$ cat config.mk
export PLATFORM = sky130hd
export DESIGN_NAME = pool_dataflow_ctrl
export DESIGN_NICKNAME = d
export VERILOG_FILES = /design/src/rtl/pool_dfc_pkg.sv /design/src/rtl/pool_dfc_watchdog.sv /design/src/rtl/pool_dataflow_ctrl.sv
export SDC_FILE = /design/constraint.sdc
export NUM_CORES = 1
export LEC_CHECK = 0
export BUFFER_PORTS_ARGS = -buffer_cell sky130_fd_sc_hd__buf_2
export CORE_ASPECT_RATIO = 1.75
export CORE_MARGIN = 4
export CORE_UTILIZATION = 57
export CTS_CLUSTER_SIZE = 24
export DETAILED_ROUTE_END_ITERATION = 10
export MAX_ROUTING_LAYER = met4
export PLACE_DENSITY_LB_ADDON = 0.25
export SYNTH_ARGS = -nofsm -noshare
export SYNTH_HDL_FRONTEND = slang
export SYNTH_SLANG_ARGS = --single-unit
$ cat constraint.sdc
create_clock -name ap_clk -period 5.8 [get_ports ap_clk]
set_clock_uncertainty 0.05 [all_clocks]
set_input_delay 0.87 -clock ap_clk [delete_from_list [all_inputs] [get_ports ap_clk]]
set_output_delay 0.87 -clock ap_clk [all_outputs]
set_load 0.05 [all_outputs]
$ cat src/rtl/pool_dfc_pkg.sv
// Shared definitions for the pool dataflow start/done sequencer: process count,
// process indices and the ready-side FSM state type.
package pool_dfc_pkg;

  localparam int PROC_NUM = 3;

  localparam int PROC_POOL_1D = 0;
  localparam int PROC_POOL_2D = 1;
  localparam int PROC_HS2AXIS = 2;

  typedef enum logic {
    S_IDLE,
    S_ISSUE
  } ready_state_t;

endpackage

$ cat src/rtl/pool_dfc_watchdog.sv
// Stall watchdog for the pool dataflow sequencer: counts quiet cycles while work
// is pending and latches a sticky trip flag plus a snapshot of busy processes.
module pool_dfc_watchdog
  import pool_dfc_pkg::*;
#(
  parameter int                PROC_NUM   = 3,
  parameter int                WDOG_W     = 16,
  parameter logic [WDOG_W-1:0] WDOG_LIMIT = 16'd4096
) (
  input  logic                ap_clk,
  input  logic                ap_rst,
  input  logic                run,
  input  logic                kick,
  input  logic [PROC_NUM-1:0] busy,
  output logic                stall,
  output logic [PROC_NUM-1:0] stall_vec
);

  logic [WDOG_W-1:0] wdog_cnt;

  // Once tripped everything freezes until reset, so the snapshot is the state at the trip.
  always_ff @(posedge ap_clk) begin
    if (ap_rst) begin
      wdog_cnt  <= '0;
      stall     <= 1'b0;
      stall_vec <= '0;
    end else if (!stall) begin
      if (kick) begin
        wdog_cnt <= '0;
      end else if (run) begin
        if (wdog_cnt == WDOG_LIMIT - 1'b1) begin
          wdog_cnt  <= WDOG_LIMIT;
          stall     <= 1'b1;
          stall_vec <= busy;
        end else begin
          wdog_cnt <= wdog_cnt + 1'b1;
        end
      end
    end
  end

endmodule

$ cat src/rtl/pool_dataflow_ctrl.sv
// Fans one ap_ctrl_hs handshake out to the pool_1D/pool_2D/hs2axis processes and
// merges their ready/done/idle. Optional stall watchdog: POOL_DFC_WATCHDOG_EN.
module pool_dataflow_ctrl
  import pool_dfc_pkg::*;
#(
  parameter int                PROC_NUM   = pool_dfc_pkg::PROC_NUM,
  parameter int                CNT_W      = 2,
  parameter int                WDOG_W     = 16,
  parameter logic [WDOG_W-1:0] WDOG_LIMIT = 16'd4096
) (
  input  logic                ap_clk,
  input  logic                ap_rst,
  input  logic                ap_start,
  output logic                ap_ready,
  output logic                ap_done,
  output logic                ap_idle,
  output logic [PROC_NUM-1:0] proc_start,
  input  logic [PROC_NUM-1:0] proc_ready,
  input  logic [PROC_NUM-1:0] proc_done,
  input  logic [PROC_NUM-1:0] proc_idle,
  output logic [31:0]         iter_count,
  output logic                stall,
  output logic [PROC_NUM-1:0] stall_vec
);

  logic [PROC_NUM-1:0] ready_latch;
  logic [PROC_NUM-1:0] ready_now;
  logic                all_ready;
  ready_state_t        state;

  logic [CNT_W-1:0]    done_cnt [PROC_NUM];
  logic [CNT_W:0]      done_sum [PROC_NUM];
  logic                all_done;
  logic [CNT_W-1:0]    pending;

  // A process that has already readied this transaction sees start low until ap_ready.
  assign proc_start = {PROC_NUM{ap_start & ~ap_rst}} & ~ready_latch;
  assign ready_now  = proc_start & proc_ready;
  assign all_ready  = &(ready_latch | ready_now);
  assign ap_ready   = ap_start & all_ready;
  assign ap_idle    = (pending == '0) & (&proc_idle);

  // NOTE: sequential state uses non-blocking assignments so every register samples
  // pre-edge values regardless of statement order.
  always_ff @(posedge ap_clk) begin
    if (ap_rst) begin
      ready_latch <= '0;
      state       <= S_IDLE;
    end else begin
      ready_latch <= ap_ready ? '0 : (ready_latch | ready_now);
      case (state)
        S_IDLE:  if (ap_start && !all_ready) state <= S_ISSUE;
        S_ISSUE: if (ap_ready) state <= S_IDLE;
        default: state <= S_IDLE;
      endcase
    end
  end

  // NOTE: every always_comb output gets a default first, so no path leaves a latch.
  always_comb begin
    all_done = 1'b1;
    for (int i = 0; i < PROC_NUM; i++) begin
      done_sum[i] = {1'b0, done_cnt[i]} + (CNT_W+1)'(proc_done[i]);
      if (done_sum[i] == '0) all_done = 1'b0;
    end
  end

  always_ff @(posedge ap_clk) begin
    if (ap_rst) begin
      ap_done <= 1'b0;
      for (int i = 0; i < PROC_NUM; i++) done_cnt[i] <= '0;
    end else begin
      ap_done <= all_done;
      for (int i = 0; i < PROC_NUM; i++) begin
        if (all_done) begin
          done_cnt[i] <= CNT_W'(done_sum[i] - (CNT_W+1)'(1));
        end else if (done_sum[i][CNT_W]) begin
          done_cnt[i] <= '1;
        end else begin
          done_cnt[i] <= done_sum[i][CNT_W-1:0];
        end
      end
    end
  end

  always_ff @(posedge ap_clk) begin
    if (ap_rst) begin
      pending    <= '0;
      iter_count <= '0;
    end else begin
      case ({ap_ready, ap_done})
        2'b10:   pending <= pending + 1'b1;
        2'b01:   pending <= pending - 1'b1;
        default: pending <= pending;
      endcase
      if (ap_done) iter_count <= iter_count + 32'd1;
    end
  end

`ifdef POOL_DFC_WATCHDOG_EN
  pool_dfc_watchdog #(
    .PROC_NUM   (PROC_NUM),
    .WDOG_W     (WDOG_W),
    .WDOG_LIMIT (WDOG_LIMIT)
  ) u_watchdog (
    .ap_clk    (ap_clk),
    .ap_rst    (ap_rst),
    .run       (pending != '0),
    .kick      ((|proc_ready) | (|proc_done) | ap_ready),
    .busy      (~proc_idle),
    .stall     (stall),
    .stall_vec (stall_vec)
  );
`else
  // Constant 0; the watchdog parameters remain referenced in this build.
  assign stall     = (WDOG_W == 0) && (WDOG_LIMIT == '0);
  assign stall_vec = '0;
`endif

endmodule

==> results.py <==
metrics = {
    "final_layout": {
        "fill_cells": 366,
        "final_net_count": 329,
        "seqCellArea_um2": 941,
        "insertedDiodeCount": 0,
        "layout_commonest_cell": "buf_2",
        "drive_gt1_frac": 0.199,
        "multi_input_area_mm2": 0.00122,
        "syn_to_final_growth_pct": 15.1,
        "mostFrequentLayoutCells": "buf_2 (49), dfxtp_1 (38), nor2_1 (24)",
    },
    "route": {
        "drt-pass1-iter-count": 4,
        "drt_iter0_drc": 39,
        "dr_total_vias": 2030,
        "drc": 0,
        "ant_nets": 0,
        "finalWirelength_um": 4830,
        "routedWlPerCell_um": 13.6,
        "via_per_inst": 5.72,
    },
    "logic_synthesis": {
        "syn_inst": 255,
        "synth_compound_area_frac": 0.128,
        "synth_area_leader_cell": "dfxtp_1",
        "yosys-top-cells-area": "dfxtp_1 (33%), edfxtp_1 (7.9%), ha_1 (6.0%), a21oi_1 (4.6%), nor2_1 (4.0%)",
        "ys_seq_area_frac": 0.413,
        "synth_top_family_by_area": "simple AND/OR/NAND/NOR gates",
        "ys_types": 41,
        "synthMuxAreaShare": 0.0143,
        "yosysTopAreaCellShare": 0.334,
        "yosys.area_share.xor_xnor": 0.0577,
        "synth.cell_area_mm2": 0.00228,
        "ys_ff_latch": 44,
        "yosys.area_share.adder": 0.0604,
        "async_flop_share": 0,
        "ys_warn_count": 0,
        "synth_edf_count": 6,
        "synth_ff_type": "dfxtp_1",
        "syn_avg_cell_area_um2": 8.93,
        "synth-simple-area-share": 0.259,
    },
    "min_path": {
        "hp-class": "reg2reg",
    },
    "place": {
        "dp_hpwl_um": 3570,
        "portBuffers": 49,
        "post-place-ws_ns": 2.75,
        "place_congestion": 0.800,
    },
    "timing": {
        "slew_headroom": 0.440,
        "rsz0062_at_grt": "no",
        "worst_hold_slack_ns": 0.445,
        "tns_ns": 0,
        "max_clock_freq_mhz": 329,
        "final.setup.worst_slack_ns": 2.76,
        "min_period_over_period": 0.524,
        "fin_crit_ns": 3.04,
        "setup_viol": 0,
        "hold_viol_final": 0,
        "finalMaxSlewViolations": 0,
        "worst_pin_slew_ns": 0.840,
    },
    "worst_setup_path": {
        "critPathTopFamily": "buffers and inverters",
        "worstSetupPathType": "in2out",
        "crit_chain": "buf_2, nor2b_1, o21ai_0, inv_1, buf_2",
        "path_buf_inv": 3,
        "slowest_delay_ns": 0.63,
        "cp.required_ns": 4.88,
        "start_kind": "input port",
        "path_max_fanout": 49,
        "arrival_ns": 2.12,
        "critPathSlowestCell": "buf_2",
        "crit_top_cell": "buf_2",
        "crit_path_end_kind": "primary output",
    },
    "clock_network": {
        "cts_root_buf": "clkbuf_8",
        "cts_tree": "yes",
        "holdBufCountCts": 0,
        "h-tree-depth": 2,
        "clk_pin_slew_ns": 0.07,
        "numCtsBuffers": 5,
        "cts_sinks": 44,
        "cts_setup_buffers": 0,
        "insertion_delay_ns": 0.29,
        "clk_path_buf_depth": 2,
        "cts.repair.resized": 0,
    },
    "global_route": {
        "track_usage": 0.203,
        "antenna_found_initial": 0,
        "grt_max_degree": 50,
        "overflow": 0,
        "grt_pass1_vias": 1867,
        "grt_pass1_wl_um": 8080,
    },
    "power": {
        "p_per_area_mw_per_mm2": 261,
        "leakage_nw": 1.10,
        "vdd_drop_max_mv": 0.210,
        "power_mw": 0.685,
    },
    "floorplanning": {
        "rows": 30,
        "start_util": 0.589,
        "ioPinCount": 54,
        "core_mm2": 0.00387,
        "dieArea_mm2": 0.00511,
        "die_x_um": 55.8,
        "dieHeight_um": 91.6,
    },
    "run_status": {
        "outcome": "finished clean",
    },
    "run": {
        "cap_violations": 0,
    },
}
kinds of logic after synthesis:
group,count (synthesis)
AOI/OAI and AO/OA,48
xor gates and xnor gates,15
adders and majority gates,11
buffers and inverters,29
DFF,44
muxes,3
other,2
and+or+nand+nor,103
flip-flops by register name, indices dropped and copies added (netlist names):
register / flops
done_cnt: 6
ap_done: 1
iter_count: 32
ready_latch: 3
pending: 2
per-layer routing:
metal / global-route usage / wire (µm) / up-vias
met2: 0.369 / 2630 / 39
met1: 0.196 / 1920 / 956
li1: - / - / 1025
met4: 0.112 / 111 / 0
met3: 0.0394 / 168 / 10
met5: - / 0 / -
path summary, 6_finish.rpt:
kind,start,to,slack (ns),cells past startpoint
setup / recovery,ap_rst,ap_ready,2.76,5
hold / removal,pending[1],pending[1],0.45,2
setup reg to reg,done_cnt[0][0],done_cnt[1][1],3.64,8
hold reg to reg,pending[1],pending[1],0.45,2
worst min-delay path: stages, from the launching register on:
cell	delay (ns)
dfxtp_1	0.32
o21ai_0	0.07
a21oi_1	0.06
Yosys cell counts, types with 7 or more instances:
cell and instances:
o31ai_1 10, nor3_1 7, a21oi_1 21, or4_1 10
nor2_1 24, dfxtp_1 38, nand4_1 11, nand3_1 8
or3_1 7, ha_1 11, inv_1 15, xnor2_1 7
xor2_1 8, nand2_1 12, o21ai_0 8
area by class of cell:
class                      instances  area share
sequential                        44       0.359
tap                               48      0.0229
timing repair buffer              50      0.0964
multi-input combinational        190       0.466
inverter                          15      0.0215
clock buffer                       8      0.0344
stage by stage:
step,instance area [µm²],instances,utilization
floorplan,2310,263,-
global placement,2530,347,0.655
global route,2620,355,0.678
CTS,2620,355,0.678
finish,2620,355,0.678
detailed placement,2530,347,0.655
where the power goes:
| part | leakage, nW | internal (mW) | switching (mW) |
|---|---|---|---|
| Clock | 0.0455 | 0.0971 | 0.0966 |
| Sequential | 0.368 | 0.331 | 0.0158 |
| Combinational | 0.683 | 0.0544 | 0.0896 |
| Total | 1.10 | 0.483 | 0.202 |
Power figures use the tool's default switching activity.
